[src/rtl/alu_reg4.sv]
// Registered integer ALU: ADD/SUB/MUL/AND/OR/XOR/SHL/CMP on zero-extended operands, latency 1.
// Optional macro ALU_FLAGS_EN adds registered flag_zero and flag_borrow outputs.
module alu_reg4 #(
  parameter int WIDTH = 4
) (
  input  logic               clk,
  input  logic               rst_n,
  input  logic               in_valid,
  input  logic [WIDTH-1:0]   a,
  input  logic [WIDTH-1:0]   b,
  input  logic [2:0]         op,
  output logic               out_valid,
  output logic [2*WIDTH-1:0] result
`ifdef ALU_FLAGS_EN
  ,
  output logic               flag_zero,
  output logic               flag_borrow
`endif
);

  localparam int RW = 2 * WIDTH;

  typedef enum logic [2:0] {
    OP_ADD = 3'b000,
    OP_SUB = 3'b001,
    OP_MUL = 3'b010,
    OP_AND = 3'b011,
    OP_OR  = 3'b100,
    OP_XOR = 3'b101,
    OP_SHL = 3'b110,
    OP_CMP = 3'b111
  } op_e;

  op_e           opc;
  logic [RW-1:0] ax;
  logic [RW-1:0] bx;
  logic [RW-1:0] nxt;
  logic          a_lt_b;
  logic          a_eq_b;

  assign opc    = op_e'(op);
  assign ax     = {{WIDTH{1'b0}}, a};
  assign bx     = {{WIDTH{1'b0}}, b};
  assign a_lt_b = (a < b);
  assign a_eq_b = (a == b);

  // Shifting by an amount >= RW naturally yields zero.
  always_comb begin
    nxt = '0;
    case (opc)
      OP_ADD:  nxt = ax + bx;
      OP_SUB:  nxt = ax - bx;
      OP_MUL:  nxt = ax * bx;
      OP_AND:  nxt = ax & bx;
      OP_OR:   nxt = ax | bx;
      OP_XOR:  nxt = ax ^ bx;
      OP_SHL:  nxt = ax << b;
      OP_CMP:  nxt = {{(RW-2){1'b0}}, a_lt_b, a_eq_b};
      default: nxt = '0;
    endcase
  end

  always_ff @(posedge clk or negedge rst_n) begin
    if (!rst_n) begin
      out_valid <= 1'b0;
      result    <= '0;
    end else begin
      out_valid <= in_valid;
      if (in_valid) begin
        result <= nxt;
      end
    end
  end

`ifdef ALU_FLAGS_EN
  always_ff @(posedge clk or negedge rst_n) begin
    if (!rst_n) begin
      flag_zero   <= 1'b0;
      flag_borrow <= 1'b0;
    end else if (in_valid) begin
      flag_zero   <= (nxt == '0);
      flag_borrow <= (opc == OP_SUB) && a_lt_b;
    end
  end
`endif

endmodule

[config.mk]
export PLATFORM = sky130hd
export DESIGN_NAME = alu_reg4
export DESIGN_NICKNAME = d
export VERILOG_FILES = /design/src/rtl/alu_reg4.sv
export SDC_FILE = /design/constraint.sdc
export NUM_CORES = 1
export LEC_CHECK = 0
export ABC_AREA = 1
export BUFFER_PORTS_ARGS = -buffer_cell sky130_fd_sc_hd__buf_2
export CAP_MARGIN = 20
export CORE_UTILIZATION = 60
export DETAILED_ROUTE_END_ITERATION = 8
export PLACE_DENSITY = 0.83
export SLEW_MARGIN = 0
export SYNTH_ARGS = -nofsm -noshare
export SYNTH_HDL_FRONTEND = slang
export SYNTH_SLANG_ARGS = --single-unit
[constraint.sdc]
create_clock -name clk -period 1.6 [get_ports clk]
set_input_delay 0.08 -clock clk [delete_from_list [all_inputs] [get_ports clk]]
set_output_delay 0.08 -clock clk [all_outputs]
set_load 0.05 [all_outputs]
Word level (Yosys, flattened, before mapping)
Index checks and enable logic that the tools add are counted.

storage, ports and cells
  bits in registers = 9
  output and inout bits = 9
  logic and storage cells = 20

operators by class
  $add $sub $neg = 2
  $mul = 1
  magnitude comparators = 1
  equal/unequal tests = 8
  shifts and indexed selects = 1
  muxes and demuxes = 1
  bitwise gates (word level) = 3
  reduce and logical (&&, ||, !) cells = 1

operators by type and width
  kind                  count
  $pmux W8 S8           1
  $eq A3 B3 Y1 const B  4
  $mul A4 B4 Y8         1
  $shl A4 B4 Y8         1
  $eq A3 B2 Y1 const B  2
  $add A4 B4 Y5         1
  $sub A4 B4 Y5         1
  $and A4 B4 Y4         1
  $eq A4 B4 Y1          1
  $lt A4 B4 Y1          1
  $or A4 B4 Y4          1
  $xor A4 B4 Y4         1
  $eq A3 B1 Y1 const B  1
  $logic_not A3 Y1      1

Longest topological paths before layout
Gate-level depths: netlist (run 1).

  depth after elaboration = 2
  gate-level depth with buffers = 15
  gate-level depth less buffers = 15

Worst setup path after synthesis (run 1)
OpenSTA, ideal clock, no wires.

  path type = in2reg
  start = input b[2]
  end = register result[4]
  setup time = 0.118 ns
  arrival = 2.381 ns
  path slack = -0.899 ns
  cell stages on the path = 11
  buffers on the path = 1
  cells stage by stage = buf_2 > nand2_1 > fa_1 > inv_1 > fa_1 > fa_1 > or2_2 > a31oi_1 > nand3_1 > nand2_1 > nand2_1

between the ends
  longest elaborated chain between the ends = 2
  elaborated cells between the ends (all ways) = 5

ends and longest elaborated chain
  element                                RTL line  text
  from (decl)                            10        input logic [WIDTH-1:0] b,
  $mul A4 B4 Y8 (tied with other cells)  53        OP_MUL: nxt = ax * bx;
  $pmux W8 S8 (*)                        50        case (opc)
  to (signal assigned)                   70        result <= nxt;
  to (decl)                              13        output logic [2*WIDTH-1:0] result

Every way passes the cells marked *; elsewhere a longest branch is shown, timed or not.
A chain may end at the register's enable or synchronous reset.

Final worst setup path (run 1)
  start = input b[3]
  end = register result[4]

Same word-level chain as after synthesis.

==> metrics, run 1 <==
asr flop ratio synth=100.0%; Power Dens Cells=534.3 mW/mm^2; Syn Nets=313; chip height=54.11 um; Yosys reg bits=9; grt total ovfl=0; final instance area=0.002216 sq mm; Area Growth Syn to Fin=36.02%; Seq/Total Area, Yosys=13.82%; H-tree depth=1; CTS Root Cell=clkbuf_4; final hold violation count=0; # diodes=0; Simple-Gate Fraction of Synth Area=40.71%; Mapped Area=0.001629 sq mm; fmax=0.4571 GHz; die width=54.11 um; DRC=0; io pins=23; vias in the first global route=1765; skew final=0 ns; Worst VDD drop=0.0006404 V; failing checks=negative setup slack; Initial DRT Pass Iterations=5; CP arrival=2.34 ns; number of port buffers=22; DPL Wire Length=3830 um; Rows=18; worst min path class=input pin to flop; WL per Instance=14.75 um; die area=0.002927 sq mm; Total GRT Usage=36.10%; DR iter-0 viols=150; layout cells sized above 1=27.24%; Setup WS post-layout=-0.5877 ns; top-area cell type share of the netlist area=21.43%; CTS tree=built; largest cells by area after synthesis=nand2_1, ha_1, dfrtp_1; Synth Flop Type=dfrtp_1; worst-skew pair later-pin latency=0.26 ns; mean area per synthesized cell=6.079 sq um; Post-DRT Antenna Nets=0; LEAKAGE=0.001308 uW; CP max FO=2; clk sink count=9; Core Area=0.002522 sq mm; Least-Margin Pin Slew=0.2762 ns; Fillers=154; Adder-Cell Fraction of Synth Area=26.57%; worst hold slack=0.03954 ns; DR vias/cell=5.575; Clk pin slew, worst setup/hold paths=0.06 ns; Mapped Cells=268; largest net degree at the start of global routing=11; Compound-Gate Fraction of Synth Area=6.298%; clk buf depth=2; XOR/XNOR share of the synthesized area=0.5376%; Critical Setup Path Class=input pin to flop; Slew Limit Fails=0; global-route wire length before repair=7603 um; Post-Route WL=5208 um; Final Critical Period=2.188 ns; relative slew slack=81.47%; area leader, netlist=nand2_1; maxcap violations=0; fin crit share=136.7%; Num CTS Buffers=3; # setup viols final=5; mux share of post-synthesis cell area=0%; initial antenna violation count=0; CP Capture Type=flop; Critical Path RT=1.75 ns; post-synthesis cell type count=23; Setup crit start kind=input pin; initial cell density of the core=64.58%; number of synthesized flops with an enable pin=0; DP Area=0.002029 sq mm; Synth Warn #=0; via count=1968; main combinational cell family by area after synthesis=simple AND/OR/NAND/NOR gates; status=finished, violations left; RSZ-0062 raised after global routing=yes; fin nets=369; most frequent cell after synthesis=nand2_1; synth cell count leaders=nand2_1, inv_1, nor2_1; RePlAce Congestion=0.9953
==> path summary, 6_finish.rpt <==
kind	depth (start not counted)	slack, ns	start	to
setup reg to reg	2	0.87	result[0]$_DFFE_PN0P_	result[0]$_DFFE_PN0P_
max in group asynchronous	2	1.24	rst_n	out_valid$_DFF_PN0_
hold reg to reg	2	0.48	result[1]$_DFFE_PN0P_	result[1]$_DFFE_PN0P_
setup / recovery	11	-0.59	b[3]	result[4]$_DFFE_PN0P_
min in group asynchronous	2	0.19	rst_n	result[4]$_DFFE_PN0P_
hold / removal	1	0.04	in_valid	out_valid$_DFF_PN0_
==> layout by cell type (no fill, tap or decap), drive strengths merged <==
cell type / count
nand2: 93
or2: 1
o21bai: 1
a31oi: 2
o21ai: 4
ha: 25
clkbuf: 4
fa: 6
nand3b: 1
buf: 54
dlygate4sd3: 1
clkinv: 1
o211ai: 1
nor2: 28
xor2: 1
a21oi: 11
inv: 46
nand4: 4
nor3: 5
nand3: 25
dfrtp: 9
==> flip-flops by register name (all words and copies together) (netlist names) <==
| signal | cells |
|---|---|
| out_valid | 1 |
| result | 8 |
==> kinds of logic (layout without fill, tap and decap cells) <==
group | count (synthesis) | count (layout)
AOI/OAI and AO/OA | 19 | 19
DFF | 9 | 9
adders and majority gates | 31 | 31
xor gates and xnor gates | 1 | 1
buffers and inverters | 51 | 106
and+or+nand+nor | 157 | 157
==> area by class of cell <==
class	count	area, sq um	area share, %
clock buffers	4	26.28	1.186
inverters	47	176.4	7.962
multi-input cells	208	1341	60.53
flip-flops and latches	9	225.2	10.16
well taps	30	37.54	1.694
repair buffers	55	409.1	18.46
==> report_power, final <==
group | switching (uW) | internal [uW] | leakage [uW]
sequential | 12.8 | 254 | 0.000114
combinational | 450 | 294 | 0.00118
clock | 77.8 | 96.0 | 0.0000150
total | 540 | 644 | 0.00131
==> per-layer routing <==
layer | share of wire (%) | wire length [um] | vias up | GRT usage, %
met2 | 48 | 2476 | 121 | 63.17
met3 | 8.5 | 445 | 29 | 5.932
met1 | 39 | 2038 | 873 | 43.81
met5 | 0 | 0 | - | 0
li1 | - | - | 945 | -
met4 | 4.8 | 248 | 0 | 13.25
==> timing repair <==
| action | in CTS | in global routing |
|---|---|---|
| setup buffers | 0 | 1 |
| pin swaps | 1 | 11 |
| hold endpoints to repair | 9 | 0 |
| cloned | 0 | 0 |
| resized for setup | 18 | 17 |
| hold buffers | 1 | 0 |
| setup endpoints to repair | 6 | 6 |
==> critical path, cell delays in order <==
cell	delay [ns]
buf_8	0.08
nand2_4	0.04
fa_1	0.55
inv_2	0.06
fa_2	0.46
fa_2	0.43
or2_4	0.23
a31oi_1	0.16
nand3_1	0.10
nand2_1	0.10
nand2_1	0.06
==> metrics by stage <==
stage               power [uW]  setup TNS (ns)  worst slack (ns)  util [%]  cells
global route              1279          -2.916           -0.6005     87.85    353
CTS                       1107          -2.093           -0.4553     84.28    352
floorplan                693.3          -2.694           -0.6257         -    268
detailed placement       915.1          -4.008           -0.7800     80.46    347
global placement         897.5          -3.669           -0.7250     80.46    347
finish                    1184          -2.463           -0.5877     87.85    353
Note: power is estimated with default switching activity, not from simulation.
==> run 2: changes to the inputs <==
ABC_CLOCK_PERIOD_IN_PS = 2200   (was not set)
CORE_UTILIZATION = 58   (was 60)
PLACE_DENSITY = 0.81   (was 0.83)
clock period = 2.2 ns   (was 1.6 ns; I/O delays follow)
==> run 2 against run 1 <==
Wire length is 18% lower. Sequential cell count unchanged. The flow now finishes without violations. Global-route usage fell by 4.9 points. Worst setup slack better by 0.67 ns. Largest power group unchanged.
==> metrics, run 2 (synthesis results as in run 1) <==
status=finished, final reports clean; RSZ-0062 raised after global routing=yes; clk sink count=9 (unchanged); Post-Route WL=4250 um (-18%); final std cells w/o fill=333 (-5.7%); number of port buffers=22 (unchanged); io pins=23 (unchanged); Fillers=218 (+42%); Final Critical Period=2.115 ns; Worst VDD drop=0.0004052 V (-37%); WL per Instance=12.76 um (-13%); fmax=0.4727 GHz; Setup crit start kind=input pin; Total GRT Usage=31.24% (-4.9 points); relative slew slack=77.88% (-3.6 points); Num CTS Buffers=3 (unchanged); worst-skew pair later-pin latency=0.26 ns (about the same); DRC=0 (unchanged); # diodes=0 (unchanged); number of flip-flops under the largest register name=8 (unchanged); initial antenna violation count=0 (unchanged); Slew Limit Fails=0 (unchanged); global-route wire length before repair=6658 um (-12%); CTS tree=built; Least-Margin Pin Slew=0.3314 ns (+0.05514 ns); layout cells sized above 1=17.82% (-9.4 points); grt total ovfl=0 (unchanged); most common cell after layout, fill and taps aside=nand2_1; LEAKAGE=0.001216 uW (-7.0%); fin nets=349 (-5.4%); biggest regs=result: 8 flops, out_valid: 1 flops; CP max FO=2 (unchanged); Critical Path RT=2.35 ns (+0.60 ns); maxcap violations=0 (unchanged); fin crit share=96.16%; Top reg by flops=result; final hold violation count=0 (unchanged); Initial DRT Pass Iterations=4 (-1); DPL Wire Length=3559 um (-7.1%); Rows=18 (unchanged); CP Capture Type=flop; setup bufs post-CTS=0 (unchanged); chip height=55.00 um (+1.6%); Critical Setup Path Class=input pin to flop; RePlAce Congestion=0.9972 (+0.19%); Tot Pwr=771.2 uW (-35%); worst min path class=input pin to flop; commonest cells after routing, fill and taps aside=nand2_1, inv_1, nor2_1; final instance area=0.001981 sq mm (-11%); largest net degree at the start of global routing=11 (unchanged); DR iter-0 viols=41 (-73%); CTS Root Cell=clkbuf_4; # setup viols final=0 (-5); Power Dens Cells=389.4 mW/mm^2 (-27%); die area=0.003024 sq mm (+3.3%); Finished Core Util=77.14% (-11 points); Core Area=0.002567 sq mm (+1.8%); CP arrival=2.27 ns (-0.07 ns); vias in the first global route=1572 (-11%); H-tree depth=1 (unchanged); Area Growth Syn to Fin=21.58%; placed cell count=328 (-5.5%); die width=55.00 um (+1.6%); DP Area=0.001862 sq mm (-8.3%); clk buf depth=2 (unchanged); via count=1789 (-9.1%); Post-DRT Antenna Nets=0 (unchanged); initial cell density of the core=63.45% (-1.1 points); Clk pin slew, worst setup/hold paths=0.06 ns (about the same); skew final=0 ns (unchanged); DR vias/cell=5.372 (-3.6%)
## run 2: changes by cell type in the layout (fill, tap and decap cells not counted), moves of 3 or more
cell   previous run  this run
ha_1             17        22
buf_4            32        13
inv_1            41        44
inv_2             5         2
ha_4              6         2
## run 2: routing by layer
metal  vias up  global-route usage [%]  part of all wire (%)
met5         -                       0                     0
met4         0                   14.58                   4.3
met3        19                   2.186                   5.0
met2        65                   52.01                    45
met1       796                   40.65                    46
li1        909                       -                     -
## run 2: where the power goes
| part | internal [uW] | total, uW | switching [uW] |
|---|---|---|---|
| clock network | 69.7 | 125 | 55.0 |
| logic | 163 | 453 | 290 |
| registers | 185 | 194 | 9.05 |
| total | 417 | 771 | 354 |
## run 2: through the flow
stage / setup TNS, ns / setup WS [ns] / hold WS [ns]
2_1_floorplan: -0.07474 / -0.05670 / -0.1856
3_3_place_gp: -0.8602 / -0.2000 / -0.03758
3_5_place_dp: -1.030 / -0.2312 / -0.03540
4_1_cts: 0 / 0.03103 / 0.07720
5_1_grt: -0.07187 / -0.03556 / 0.07541
6_report: 0 / 0.08450 / 0.07170
## run 2: final timing paths
| kind | from | to | slack [ns] | depth (start not counted) |
|---|---|---|---|---|
| hold reg to reg | result[5]$_DFFE_PN0P_ | result[5]$_DFFE_PN0P_ | 0.47 | 2 |
| setup reg to reg | result[0]$_DFFE_PN0P_ | result[0]$_DFFE_PN0P_ | 1.51 | 2 |
| min in group asynchronous | rst_n | result[7]$_DFFE_PN0P_ | 0.22 | 2 |
| setup / recovery | a[0] | result[4]$_DFFE_PN0P_ | 0.08 | 11 |
| max in group asynchronous | rst_n | result[3]$_DFFE_PN0P_ | 1.82 | 2 |
| hold / removal | in_valid | out_valid$_DFF_PN0_ | 0.07 | 1 |
## run 2: cell type report
class                           count  area (sq um)  area share, %
Multi-Input combinational cell    208          1267          63.99
Sequential cell                     9         225.2          11.37
Inverter                           47         176.4          8.907
Timing Repair Buffer               35         247.7          12.51
Clock buffer                        4         26.28          1.327
Tap cell                           30         37.54          1.895
## run 2: repair_timing
action,in CTS,in global routing
setup endpoints to repair,0,5
hold buffers,1,0
gates resized for setup,0,19
endpoints found under the hold margin,9,0
## run 2: critical path, stage by stage
cell and delay, ns:
buf_8 0.08, nand2_4 0.04, fa_1 0.54, inv_1 0.07
fa_1 0.49, fa_2 0.37, or2_4 0.23, a31oi_1 0.16
nand3_1 0.08, nand2_1 0.07, nand2_1 0.04
